==> src/rtl/mem_port_arbiter_pkg.sv <==
// rtl/mem_port_arbiter_pkg.sv - shared encodings for the I/D single-port memory arbiter
package mem_port_arbiter_pkg;

   typedef enum logic [1:0] {
      ST_IDLE   = 2'd0,
      ST_ACCESS = 2'd1,
      ST_RESP   = 2'd2
   } state_e;

   localparam logic PORT_I = 1'b0;
   localparam logic PORT_D = 1'b1;

   localparam logic [1:0] WORD_ALIGN_MASK = 2'b11;

   function automatic logic word_aligned(input logic [1:0] lsbs);
      return (lsbs & WORD_ALIGN_MASK) == 2'b00;
   endfunction

endpackage

==> src/rtl/mem_port_arbiter.sv <==
// rtl/mem_port_arbiter.sv - round-robin sharing of one word memory between fetch (I) and load/store (D)
module mem_port_arbiter
   import mem_port_arbiter_pkg::*;
#(
   parameter int MEM_LAT = 1,
   parameter int AW      = 32
) (
   input  logic          clk,
   input  logic          reset,
   input  logic          ireq,
   input  logic [AW-1:0] iaddr,
   output logic          idone,
   output logic [31:0]   irdata,
   output logic          ierr,
   input  logic          dreq,
   input  logic          dwrite,
   input  logic [AW-1:0] daddr,
   input  logic [31:0]   dwdata,
   output logic          ddone,
   output logic [31:0]   drdata,
   output logic          derr,
   output logic [AW-1:0] address,
   output logic [31:0]   memIn,
   output logic          read,
   output logic          write,
   input  logic [31:0]   memOut
);

   localparam int CW = (MEM_LAT > 1) ? $clog2(MEM_LAT) : 1;

   state_e          state_q, state_d;
   logic            gnt_q, gnt_d;
   logic            last_grant_q, last_grant_d;
   logic            we_q, we_d;
   logic [CW-1:0]   cnt_q, cnt_d;
   logic [AW-1:0]   address_q, address_d;
   logic [31:0]     mem_in_q, mem_in_d;
   logic            read_q, read_d;
   logic            write_q, write_d;
   logic            idone_q, idone_d;
   logic            ddone_q, ddone_d;
   logic [31:0]     irdata_q, irdata_d;
   logic [31:0]     drdata_q, drdata_d;
   logic            ierr_q, ierr_d;
   logic            derr_q, derr_d;

   logic            sel;
   logic [AW-1:0]   sel_addr;
   logic            sel_we;

   // Conflicts go to the port that did not win last time.
   always_comb begin
      if (ireq && dreq) begin
         sel = ~last_grant_q;
      end else if (dreq) begin
         sel = PORT_D;
      end else begin
         sel = PORT_I;
      end
      sel_addr = (sel == PORT_D) ? daddr : iaddr;
      sel_we   = (sel == PORT_D) && dwrite;
   end

   always_comb begin
      state_d      = state_q;
      gnt_d        = gnt_q;
      last_grant_d = last_grant_q;
      we_d         = we_q;
      cnt_d        = cnt_q;
      address_d    = address_q;
      mem_in_d     = mem_in_q;
      read_d       = read_q;
      write_d      = write_q;
      idone_d      = 1'b0;
      ddone_d      = 1'b0;
      irdata_d     = irdata_q;
      drdata_d     = drdata_q;
      ierr_d       = ierr_q;
      derr_d       = derr_q;

      case (state_q)
         ST_IDLE: begin
            if (ireq || dreq) begin
               gnt_d        = sel;
               last_grant_d = sel;
               we_d         = sel_we;
               address_d    = sel_addr;
               if (!word_aligned(sel_addr[1:0])) begin
                  // Misaligned: answer straight away, memory is never touched.
                  state_d = ST_RESP;
                  if (sel == PORT_I) begin
                     idone_d = 1'b1;
                     ierr_d  = 1'b1;
                  end else begin
                     ddone_d = 1'b1;
                     derr_d  = 1'b1;
                  end
               end else begin
                  state_d  = ST_ACCESS;
                  read_d   = ~sel_we;
                  write_d  = sel_we;
                  mem_in_d = sel_we ? dwdata : 32'd0;
                  cnt_d    = CW'(MEM_LAT - 1);
               end
            end
         end

         ST_ACCESS: begin
            if (cnt_q == '0) begin
               state_d = ST_RESP;
               read_d  = 1'b0;
               write_d = 1'b0;
               if (gnt_q == PORT_I) begin
                  idone_d  = 1'b1;
                  ierr_d   = 1'b0;
                  irdata_d = memOut;
               end else begin
                  ddone_d = 1'b1;
                  derr_d  = 1'b0;
                  if (!we_q) begin
                     drdata_d = memOut;
                  end
               end
            end else begin
               cnt_d = cnt_q - CW'(1);
            end
         end

         ST_RESP: begin
            state_d = ST_IDLE;
         end

         default: begin
            state_d = ST_IDLE;
            read_d  = 1'b0;
            write_d = 1'b0;
         end
      endcase
   end

   always_ff @(posedge clk) begin
      if (reset) begin
         state_q      <= ST_IDLE;
         gnt_q        <= PORT_I;
         last_grant_q <= PORT_I;
         we_q         <= 1'b0;
         cnt_q        <= '0;
         address_q    <= '0;
         mem_in_q     <= 32'd0;
         read_q       <= 1'b0;
         write_q      <= 1'b0;
         idone_q      <= 1'b0;
         ddone_q      <= 1'b0;
         irdata_q     <= 32'd0;
         drdata_q     <= 32'd0;
         ierr_q       <= 1'b0;
         derr_q       <= 1'b0;
      end else begin
         state_q      <= state_d;
         gnt_q        <= gnt_d;
         last_grant_q <= last_grant_d;
         we_q         <= we_d;
         cnt_q        <= cnt_d;
         address_q    <= address_d;
         mem_in_q     <= mem_in_d;
         read_q       <= read_d;
         write_q      <= write_d;
         idone_q      <= idone_d;
         ddone_q      <= ddone_d;
         irdata_q     <= irdata_d;
         drdata_q     <= drdata_d;
         ierr_q       <= ierr_d;
         derr_q       <= derr_d;
      end
   end

   assign idone   = idone_q;
   assign irdata  = irdata_q;
   assign ierr    = ierr_q;
   assign ddone   = ddone_q;
   assign drdata  = drdata_q;
   assign derr    = derr_q;
   assign address = address_q;
   assign memIn   = mem_in_q;
   assign read    = read_q;
   assign write   = write_q;

endmodule
==> config.mk <==
export PLATFORM = sky130hd
export DESIGN_NAME = mem_port_arbiter
export DESIGN_NICKNAME = d
export VERILOG_FILES = /design/src/rtl/mem_port_arbiter_pkg.sv /design/src/rtl/mem_port_arbiter.sv
export SDC_FILE = /design/constraint.sdc
export NUM_CORES = 1
export LEC_CHECK = 0
export CAP_MARGIN = 25
export CORE_MARGIN = 2
export CORE_UTILIZATION = 37
export DETAILED_ROUTE_END_ITERATION = 7
export PLACE_DENSITY_LB_ADDON = 0.2
export SLEW_MARGIN = 30
export SYNTH_ARGS = -nofsm -noshare
export SYNTH_HDL_FRONTEND = slang
export SYNTH_SLANG_ARGS = --single-unit
==> constraint.sdc <==
create_clock -name clk -period 2.55 [get_ports clk]
set_input_delay 0.3825 -clock clk [delete_from_list [all_inputs] [get_ports clk]]
set_output_delay 0.3825 -clock clk [all_outputs]
set_load 0.02 [all_outputs]
==> impl_metrics.py <==
metrics = {
    "die": {
        "num_io_pins": 267,
        "num_rows": 42,
        "dieWidth_microns": 120,
        "fp.coreArea_sq_um": 13200,
        "start_util_pct": 37.8,
        "chipHeight_microns": 120,
        "die-area_sq_um": 14500,
    },
    "power": {
        "ir_drop_v": 0.000397,
        "p_per_area_nw_per_um2": 688,
        "p_total_w": 0.00582,
        "leakage_nw": 3.08,
    },
    "routing": {
        "ant_nets": 0,
        "drtIter0Drc": 233,
        "drc": 0,
        "via_per_inst": 4.90,
        "wirelength_microns": 15200,
        "wl_met3_microns": 1290,
        "met2WireLength_microns": 7620,
        "via_count": 4815,
        "drt-met1-wl_microns": 6070,
        "first_pass_iters": 4,
        "wl_per_cell_microns": 15.5,
        "topRoutingLayerUsed": "met4",
    },
    "clock_tree": {
        "cts_root_buffer": "clkbuf_16",
        "cts.path.max_buffers": 2,
        "clk_latency_ns": 0.40,
        "htreeDepth": 4,
        "clk_pin_slew_ns": 0.06,
        "cts_sinks": 138,
        "hold_buffers": 0,
        "cts_setup_buffers": 0,
        "cts_buffers": 17,
        "post_cts_resized": 0,
        "tritoncts": "done",
    },
    "global_route": {
        "track_usage_pct": 20.7,
        "grt_pass1_vias": 4778,
        "grt_remaining_overflow": 0,
        "antenna_found_initial": 0,
        "grt_max_degree": 92,
        "grt_first_pass_wirelength_microns": 23600,
    },
    "final_layout": {
        "stdcell_area_sq_um": 8450,
        "antenna_cells": 0,
        "layout.nets": 927,
        "seq_area_sq_um": 2760,
        "multi_input_area_sq_um": 2060,
        "area.growth.synth_to_final_pct": 69.1,
        "fillCellCount": 1124,
        "drive_gt1_share_pct": 6.08,
    },
    "setup_path": {
        "path_cells": "nor2_1 > o21ai_1 > nor4_4 > buf_4 > a22o_1",
        "worst_path_dominant_cell_family": "simple AND/OR/NAND/NOR gates",
        "r2r-start": "state_q[1]",
        "required_ns": 2.89,
        "crit_buf_inv": 1,
        "cp_data_arrival_time_ns": 2.25,
        "ff2ff_path_depth": 5,
        "reg2reg_slack_ns": 0.65,
        "crit_path_end_kind": "register",
        "r2r-end": "memIn[8]",
        "critPathKind": "register to register",
        "startpoint": "state_q[1]",
        "cpMaxStageDelayCell": "dfxtp_1",
        "cp_max_fo": 33,
        "worst_setup_path_start_kind": "register",
        "cp_slowest_stage_delay_ns": 0.45,
    },
    "sta": {
        "max_freq_mhz": 526,
        "hold_viol_final": 0,
        "fin_crit_ns": 1.90,
        "slew_viol_final": 0,
        "finClkSkew_ns": 0.00566,
        "rsz0062_at_grt": "no",
        "tightest_slew_ns": 0.784,
        "slew_headroom_pct": 47.8,
        "setup_viol": 0,
        "min_period_over_period_pct": 74.6,
        "tns_ns": 0,
        "hold_slack_ns": 0.342,
    },
    "place": {
        "place_congestion": 0.764,
        "dpl.hpwl_microns": 10800,
        "place_area_sq_um": 7810,
        "port_buffers": 266,
    },
    "synthesis": {
        "synth.area.mux_share_pct": 6.61,
        "ys_seq_area_share_pct": 55.3,
        "yosysUniqueCellTypes": 28,
        "synth_nets": 679,
        "synth_top_family_by_area": "compound AO/OA/AOI/OAI gates",
        "synth-xor-area-share_pct": 0,
        "synth_compound_area_share_pct": 18.8,
        "yosys.area_share.simple_pct": 15.2,
        "netlist_area_sq_um": 5000,
        "syn-instance-count": 546,
        "ys_ff_latch": 138,
        "synth.yosys.warnings": 0,
        "syn_area_per_cell_sq_um": 9.16,
        "synth_adder_area_share_pct": 0,
    },
    "outcome": {
        "status": "finished clean",
    },
    "hold_path": {
        "whs_path_depth": 2,
        "hp-class": "primary input to register",
        "holdPathEnd": "irdata[14]",
        "worst_hold_startpoint": "reset",
    },
    "flow_run": {
        "drv_cap": 0,
    },
}
==> worst reg2reg max path: stages (launching register included) <==
cell,delay [ns]
dfxtp_1,0.45
nor2_1,0.27
o21ai_1,0.24
nor4_4,0.29
buf_4,0.36
a22o_1,0.23
==> cell type report <==
type                    count  area share [%]
flip-flops and latches    138            32.7
clock buffers              19            5.24
inverters                   1          0.0444
clock inverters            12            2.34
repair buffers            275            32.7
multi-input cells         361            24.4
well taps                 176            2.61
==> cells in the final DEF (no fill, tap or decap), drive strengths merged, types with 3 or more instances in the layout <==
cell type / count
clkdlybuf4s50: 265
a211oi: 34
nor3: 3
a21oi: 70
dfxtp: 138
buf: 10
nand2: 134
mux2i: 33
nor2: 37
clkbuf: 19
bufinv: 5
a22o: 32
clkinv: 5
==> flip-flops by register name (all words and copies together), names as in the netlist <==
signal,flops
derr,1
idone,1
we_q,1
memIn,32
drdata,32
irdata,32
ddone,1
read,1
write,1
last_grant_q,1
address,32
state_q,2
ierr,1
==> worst max path at each step <==
stage | to | slack [ns] | cells past startpoint
finish | memIn[8] | 0.65 | 5
global placement | memIn[10] | 0.44 | 6
floorplan | read | 1.02 | 5
CTS | memIn[8] | 0.65 | 5
detailed placement | memIn[26] | 0.34 | 6
global route | memIn[8] | 0.47 | 5
==> per-stage QoR <==
| stage | instances | utilization [%] | worst slack [ns] |
|---|---|---|---|
| 2_1_floorplan | 546 | - | 1.02 |
| 3_3_place_gp | 951 | 59.0 | 0.442 |
| 3_5_place_dp | 951 | 59.0 | 0.342 |
| 4_1_cts | 982 | 63.8 | 0.650 |
| 5_1_grt | 982 | 63.8 | 0.469 |
| 6_report | 982 | 63.8 | 0.647 |
==> synthesized netlist by cell type <==
library cell	instances	area [sq um]
or3b_2	1	8.76
nor4_4	1	21.3
dfxtp_1	138	2760
nand3b_1	2	15.0
a21boi_0	1	7.51
buf_2	14	70.1
nor4bb_1	1	10.0
inv_1	1	3.75
nor2_1	37	139
buf_1	5	18.8
a21boi_2	1	11.3
o21ai_1	1	5.00
a32o_1	1	10.0
or3_1	2	12.5
a22o_1	32	280
a21oi_1	70	350
nor3b_1	1	7.51
buf_4	4	30.0
nand4bb_1	1	11.3
mux2i_1	33	330
a31o_2	1	8.76
nand2_1	134	503
a211oi_1	34	255
nor3_1	3	15.0
or2_2	1	6.26
clkbuf_1	23	86.3
nand3_1	2	10.0
o21ba_2	1	10.0
==> power breakdown <==
| part | internal [W] | switching, W |
|---|---|---|
| Combinational | 0.000452 | 0.000396 |
| Sequential | 0.00225 | 0.0000607 |
| Clock | 0.00175 | 0.000899 |
==> logic make-up (layout without fill, tap and decap cells) <==
| family | after synthesis | count (layout) |
|---|---|---|
| AO/OA/AOI/OAI | 142 | 142 |
| buffers and inverters | 47 | 307 |
| flip-flops | 138 | 138 |
| multiplexers | 33 | 33 |
| AND/OR/NAND/NOR | 186 | 186 |
==> metal layers <==
metal | vias up | global-route usage [%]
met5 | - | 0
met4 | 0 | 7.05
met3 | 17 | 7.74
met2 | 195 | 36.8
met1 | 2228 | 22.7
li1 | 2375 | -
Note: power is estimated with default switching activity, not from simulation.
